[config.mk]
export PLATFORM = sky130hd
export DESIGN_NAME = seg7_mux
export DESIGN_NICKNAME = d
export VERILOG_FILES = /design/src/rtl/seg7_pkg.sv /design/src/rtl/seg7_decode.sv /design/src/rtl/seg7_mux.sv
export SDC_FILE = /design/constraint.sdc
export NUM_CORES = 1
export LEC_CHECK = 0
export CAP_MARGIN = 20
export CORE_ASPECT_RATIO = 0.7
export CORE_MARGIN = 2
export CORE_UTILIZATION = 48
export DETAILED_ROUTE_END_ITERATION = 6
export PLACE_DENSITY = 0.8
export SYNTH_ARGS = -nofsm -noshare
export SYNTH_HDL_FRONTEND = slang
export SYNTH_SLANG_ARGS = --single-unit
[constraint.sdc]
create_clock -name clk -period 2.23 [get_ports clk]
set_input_delay 0.3345 -clock clk [delete_from_list [all_inputs] [get_ports clk]]
set_output_delay 0.3345 -clock clk [all_outputs]
set_load 0.005 [all_outputs]
[src/rtl/seg7_pkg.sv]
// Shared constants for the four-digit seven-segment multiplexer: glyph table,
// blank/off patterns, digit-index type and the leading-zero helper.
package seg7_pkg;

   typedef logic [1:0] digit_idx_t;

   localparam logic [6:0] SEG_OFF = 7'b1111111;
   localparam logic [3:0] AN_OFF  = 4'b1111;

   // Active-low {g,f,e,d,c,b,a}; entry [n] is the glyph for hex digit n.
   localparam logic [15:0][6:0] SEG_TABLE = {
      7'b0001110,  // F
      7'b0000110,  // E
      7'b0100001,  // d
      7'b1000110,  // C
      7'b0000011,  // b
      7'b0001000,  // A
      7'b0010000,  // 9
      7'b0000000,  // 8
      7'b1111000,  // 7
      7'b0000010,  // 6
      7'b0010010,  // 5
      7'b0011001,  // 4
      7'b0110000,  // 3
      7'b0100100,  // 2
      7'b1111001,  // 1
      7'b1000000   // 0
   };

   // True when digit idx and every digit above it are zero; digit 0 never qualifies.
   function automatic logic lead_zero(input logic [15:0] value, input digit_idx_t idx);
      logic result;
      case (idx)
         2'd1:    result = (value[15:4] == 12'h000);
         2'd2:    result = (value[15:8] == 8'h00);
         2'd3:    result = (value[15:12] == 4'h0);
         default: result = 1'b0;
      endcase
      return result;
   endfunction

endpackage

[src/rtl/seg7_decode.sv]
// Combinational hex-nibble to active-low seven-segment decoder.
module seg7_decode
   import seg7_pkg::*;
(
   input  logic [3:0] nibble_i,
   output logic [6:0] seg_o
);

   always_comb begin
      seg_o = SEG_TABLE[nibble_i];
   end

endmodule

[src/rtl/seg7_mux.sv]
// Time-multiplexed four-digit hex display driver with per-frame snapshot.
// Optional leading-zero blanking on digits 3..1 when SEG7_BLANK_EN is defined.
module seg7_mux
   import seg7_pkg::*;
#(
   parameter int REFRESH_DIV = 50000
) (
   input  logic        clk,
   input  logic        rst,
   input  logic [15:0] display,
   output logic [3:0]  an,
   output logic [6:0]  seg,
   output logic        frame_tick
);

   localparam int PW = (REFRESH_DIV > 1) ? $clog2(REFRESH_DIV) : 1;
   localparam logic [PW-1:0] PRESC_MAX = PW'(REFRESH_DIV - 1);

   logic [PW-1:0] presc_q, presc_d;
   digit_idx_t    idx_q, idx_d;
   logic [15:0]   shadow_q, shadow_d;
   logic [3:0]    an_q, an_d;
   logic [6:0]    seg_q, seg_d;
   logic          tick_q, tick_d;
   logic          term;
   logic          wrap;
   logic [3:0]    nibble;
   logic [6:0]    glyph;

   seg7_decode u_decode (
      .nibble_i (nibble),
      .seg_o    (glyph)
   );

   always_comb begin
      term     = (presc_q == PRESC_MAX);
      wrap     = term && (idx_q == 2'd3);
      presc_d  = term ? '0 : presc_q + 1'b1;
      idx_d    = term ? idx_q + 2'd1 : idx_q;
      shadow_d = wrap ? display : shadow_q;
      tick_d   = wrap;

      case (idx_q)
         2'd0:    nibble = shadow_q[3:0];
         2'd1:    nibble = shadow_q[7:4];
         2'd2:    nibble = shadow_q[11:8];
         default: nibble = shadow_q[15:12];
      endcase

      // NOTE: an/seg are built from the current idx_q/shadow_q and registered,
      // so the pins trail the index by exactly one cycle.
      an_d = ~(4'b0001 << idx_q);
`ifdef SEG7_BLANK_EN
      seg_d = lead_zero(shadow_q, idx_q) ? SEG_OFF : glyph;
`else
      seg_d = glyph;
`endif
   end

   always_ff @(posedge clk) begin
      if (rst) begin
         presc_q  <= '0;
         idx_q    <= 2'd0;
         shadow_q <= 16'h0000;
         an_q     <= AN_OFF;
         seg_q    <= SEG_OFF;
         tick_q   <= 1'b0;
      end else begin
         presc_q  <= presc_d;
         idx_q    <= idx_d;
         shadow_q <= shadow_d;
         an_q     <= an_d;
         seg_q    <= seg_d;
         tick_q   <= tick_d;
      end
   end

   assign an         = an_q;
   assign seg        = seg_q;
   assign frame_tick = tick_q;

endmodule

* After elaboration in Yosys (flattened, before gate mapping)
Memories as Yosys holds them, arrays and structs flattened. A register that Yosys moved wholly into a read port is not among the register bits.
Index checks and enable logic that the tools add are counted.
** Cells by class
- Add/sub/neg operators :: 2
- Equal/unequal tests :: 4
- Shift operators :: 1
- Multiplexer cells :: 1
- Bitwise logic cells :: 1
- Reductions and logical operators :: 3
** Operator list (number)
- adder 16 x 1 -> 16 bit, second input constant :: 1
- equality test 16 bit, second input constant :: 1
- case mux 4 bit (3 select lines) :: 1
- equality test 2 bit, second input constant :: 2
- inverter 4 bit :: 1
- left shift 1 x 2 -> 4 bit, first input constant :: 1
- adder 2 x 1 -> 2 bit, second input constant :: 1
- equality test 2 x 1 -> 1 bit, second input constant :: 1
- logical NOT 2 bit :: 1
- OR reduction 2 bit :: 1
- logical AND 1 bit :: 1
** Word-level totals
- Flip-flop bits (word level) :: 39
- Bits in read-only memories :: 112
- Input bits :: 18
- Output and inout bits :: 12
- Word-level logic and storage cells :: 18
- Memories :: 1
** Memory list
- (no name shown) :: words 16, width 7, read ports 1, clocked after memory_dff 1, wr ports 0, RTL line seg7_decode.sv:10 : seg_o = SEG_TABLE[nibble_i];

* Longest topological paths before layout
- Word-level depth :: 2
- Gate-level depth with buffers :: 8
- Depth with buffers taken out :: 8

* Hierarchy
A second synthesis with hierarchy kept.
** Second synthesis, totals
- Cell total of the unflattened synthesis :: 238
- Area total of the unflattened synthesis :: 2304.7 um2
** By module, submodules not included
- seg7_mux :: instances 1, cells each 206, area an instance 2029.4 um2, sequential area each 920.9 um2
- seg7_decode :: instances 1, cells each 32, area an instance 275.3 um2, sequential area each 0.0 um2

* Worst setup path before layout
OpenSTA, ideal clock, no wires.
- Path type :: register -> register
- Start point :: reg idx_q[1]
- End point :: reg seg_q[3], in the netlist seg[3]
- Library setup time :: 143 ps
- Arrival time :: 1857 ps
- Required time :: 2087 ps
- Slack :: 230 ps
- Cell stages (with the launch flop) :: 9
- Path buffers :: 0
- Period minus slack after synthesis :: 2000 ps
- Cell sequence :: dfxtp_1 > inv_1 > ha_1 > a222oi_1 > mux2_2 > inv_1 > ha_1 > a2111oi_2 > a31oi_1
** On the way
- Word-level cells in the longest chain between the ends :: 2
- Elaborated cells on any way between the ends :: 4
- Classes of those cells :: eq/ne (2); mux (1); reduce/logical (1)
** RTL lines
- start, declared :: RTL line seg7_mux.sv:20 : digit_idx_t idx_q, idx_d;
- start signal, assigned :: RTL line seg7_mux.sv:70 : idx_q <= idx_d;
- equality test 2 bit (tied with other cells) :: RTL line seg7_mux.sv:43 : case (idx_q)
- case mux 4 bit (3 select lines) (*) :: RTL line seg7_mux.sv:43
- end, declared :: RTL line seg7_mux.sv:23 : logic [6:0] seg_q, seg_d;
Every way passes the cells marked *; elsewhere a longest branch is shown, timed or not.
A chain may end at the register's enable or synchronous reset.

* Worst setup path in the final report
Ends and elaborated chain as after synthesis.

==> results by group <==
Timing
  • Max-slew headroom: 56.0%
  • Hold Worst Slack: 449 ps
  • Post-route clock period utilization: 96.2%
  • Fmax achieved: 466 MHz
  • Setup TNS: 0 ps
  • Slew at the pin with the worst max-slew slack: 647 ps
  • Worst clock skew on the final layout: 5.88 ps
  • Final hold violation count: 0
  • Minimum clock period: 2150 ps
  • Final worst-path setup slack: 83.7 ps
  • Final Slew Violations: 0
  • # setup viols final: 0

Clocking
  • Root Driver: sky130_fd_sc_hd__clkbuf_8
  • Inserted Clock Buffers: 5
  • Level count of the clock H-tree: 2
  • CTS clock-pin slew for the worst setup and hold paths: 80 ps
  • Clk Latency, worst-skew pair: 300 ps
  • Clock tree from TritonCTS: built
  • Num Clock Sinks: 46
  • Number of buffers on the longest clock path: 2

Finish
  • Fill cells: 352
  • Finished Core Util: 60.7%
  • Number of diodes: 0
  • Post-layout net count: 293
  • Layout cells sized above 1: 11.7%
  • Area overhead of the layout relative to synthesis: 22.8%
  • Summed area of non-filler cells in the final layout: 2600 µm²

Setup path
  • Type of element launching the critical path: flip-flop
  • Type of destination of the critical path: flip-flop
  • Data arrival at the endpoint of the critical path: 2310 ps
  • Peak fanout along the critical path: 9
  • Reg-to-reg startpoint: idx_q[1]
  • Worst setup path class: flip-flop to flip-flop
  • Crit path required time: 2390 ps
  • CP Launch Point: idx_q[1]

Run
  • MaxCap Viol Count: 0

Detailed routing
  • Initial detailed-routing violation count: 94
  • Total Routed Length: 4440 µm
  • Number of routed nets with antenna violations: 0
  • Routed wire length per instance: 13.9 µm
  • Total vias in the final route: 1794
  • Via count normalized by instance count: 5.62
  • First drt pass iteration count: 7
  • Final routed DRC violation total: 0

Global routing
  • All-layer global routing usage: 19.1%
  • Global-route wire length before repair: 7450 µm
  • Largest net degree at the start of global routing: 19
  • Overflow left after global routing: 0
  • Number of global-route vias before repair: 1640
  • Antenna violations before repair: 0

Synthesis
  • Syn nets: 260
  • Dominant cell by count in the synthesized netlist: sky130_fd_sc_hd__dfxtp_1
  • Dominant synthesized flop cell: sky130_fd_sc_hd__dfxtp_1
  • Number of synthesized register bits: 46
  • Netlist Area Pre-Place: 2120 µm²
  • Post-synthesis cell count: 230
  • Count of distinct cell types in the synthesized netlist: 38
  • Count of flip-flops with a built-in enable after synthesis: 0
  • Most area-consuming cells after synthesis: sky130_fd_sc_hd__dfxtp_1, sky130_fd_sc_hd__ha_1, sky130_fd_sc_hd__a21oi_1, sky130_fd_sc_hd__o21ai_0, sky130_fd_sc_hd__nand3_1
  • YS warnings: 0
  • Fraction of registers with async set/reset: 0%
  • Part of the Yosys area used for sequential elements: 43.5%
  • Top cell types by occurrence after synthesis: sky130_fd_sc_hd__dfxtp_1, sky130_fd_sc_hd__a21oi_1, sky130_fd_sc_hd__o21ai_0
  • Cell accounting for the most synthesized area: sky130_fd_sc_hd__dfxtp_1
  • Mean post-synth cell area: 9.20 µm²
  • Synth top area share: 43.5%

Min path
  • Launch point of the worst hold path: presc_q[0]
  • Worst min path class: flip-flop to flip-flop

Pwr
  • Power density cells: 549 nW/µm²
  • Largest vdd supply drop: 0.387 mV
  • Leakage component of the power: 0.000932 µW
  • Relative contribution of combinational cells to total power: 5.4%
  • Sequential fraction of design power: 58.7%
  • Switching pwr: 296 µW
  • Net switching fraction of the power: 20.8%
  • Relative contribution of the clock network to total power: 35.9%
  • Internal power consumption: 1130 µW

Floorplan
  • Die area: 4960 µm²
  • Die X: 83.4 µm
  • Number of placed I/O pins: 30
  • Num rows: 20
  • Die Ht: 59.5 µm
  • Starting utilization of the core area: 49.4%
  • CORE AREA: 4280 µm²

Placed design
  • Worst setup slack after placement: -46.6 ps
  • Number of port buffers: 29
  • Placer Congestion: 0.864
  • Area of placed instances: 2450 µm²
  • HPWL after detailed placement: 3030 µm

Run status
  • Status: finished, final reports clean
## power groups by stage
stage	Combinational [µW]	Clock [µW]	Sequential, µW
after floorplan	23.8	0	857
after global placement	74.9	0	856
after detailed placement	74.9	0	857
after CTS	75.5	530	837
after global routing	83.5	573	839
final	76.9	512	837
## cells by family after synthesis
logic type / Yosys count / share of synthesized area, %
XOR/XNOR: 12 / 4.97
flip-flops: 46 / 43.5
adder cells (fa/ha/maj): 12 / 7.10
multiplexers: 8 / 4.14
buffers and inverters: 22 / 5.32
AO/OA/AOI/OAI: 58 / 16.4
AND/OR/NAND/NOR: 72 / 18.5
## routing by layer
metal / track usage [%] / share of wire (%) / up-vias
li1: - / - / 893
met1: 26.5 / 52 / 832
met2: 28.6 / 40 / 61
met3: 4.74 / 5.7 / 8
met4: 8.43 / 2.0 / 0
met5: 0 / 0 / -
## state kept, by name (all words and copies together) (netlist names)
name	count
presc_q	16
shadow_q	16
seg	7
an	4
idx_q	2
frame_tick	1
## placed cells by master (no fill, tap or decap), types with 2 or more instances in the layout
master                            count
sky130_fd_sc_hd__and4_1               3
sky130_fd_sc_hd__nand4_1              8
sky130_fd_sc_hd__a31oi_1              2
sky130_fd_sc_hd__xnor2_1              5
sky130_fd_sc_hd__o21ai_0             21
sky130_fd_sc_hd__clkbuf_8             6
sky130_fd_sc_hd__nand2_1             12
sky130_fd_sc_hd__nor4b_2              2
sky130_fd_sc_hd__mux2i_1              4
sky130_fd_sc_hd__clkdlybuf4s50_1     29
sky130_fd_sc_hd__nor2_1              14
sky130_fd_sc_hd__o221ai_1             3
sky130_fd_sc_hd__ha_1                11
sky130_fd_sc_hd__a21oi_1             22
sky130_fd_sc_hd__nand3_1             20
sky130_fd_sc_hd__and3_1               2
sky130_fd_sc_hd__and4bb_2             2
sky130_fd_sc_hd__dfxtp_2              2
sky130_fd_sc_hd__a222oi_1             3
sky130_fd_sc_hd__inv_1                9
sky130_fd_sc_hd__and2_1               3
sky130_fd_sc_hd__dfxtp_1             44
sky130_fd_sc_hd__buf_4                9
sky130_fd_sc_hd__mux2_2               2
sky130_fd_sc_hd__xor2_1               7
sky130_fd_sc_hd__or3_1                4
## critical path: stages (launching register included)
cell,delay [ps]
sky130_fd_sc_hd__dfxtp_2,370
sky130_fd_sc_hd__inv_1,70
sky130_fd_sc_hd__ha_1,240
sky130_fd_sc_hd__a222oi_1,560
sky130_fd_sc_hd__mux2i_2,320
sky130_fd_sc_hd__a2111oi_4,380
sky130_fd_sc_hd__a31oi_1,70
## area by class of cell
type	count	area [µm²]	share of cell area (%)
flip-flops and latches	46	923	35.5
well taps	55	68.8	2.65
clock inverters	1	5.00	0.193
repair buffers	38	358	13.8
clock buffers	7	86.3	3.32
multi-input cells	162	1120	43.1
inverters	10	37.5	1.45
## worst paths after layout
check	depth (start not counted)	slack (ps)	end
max	6	80	seg[3]
max reg2reg	6	80	seg[3]
min	1	450	presc_q[0]
min reg2reg	1	450	presc_q[0]
## through the flow
step	std cells	total power, µW
5_1_grt	319	1500
3_3_place_gp	309	931
4_1_cts	318	1440
2_1_floorplan	230	881
3_5_place_dp	309	931
6_report	319	1430
## repair_timing
item                                    4_1_cts  5_1_grt
pin swaps                                     0        1
gates cloned                                  0        0
gates resized for setup                       1        7
setup buffers                                 1        1
endpoints found under the hold margin         0        0
hold buffers                                  0        0
endpoints found under the setup margin        2        6
No activity file was read; power rests on OpenSTA's default activity.
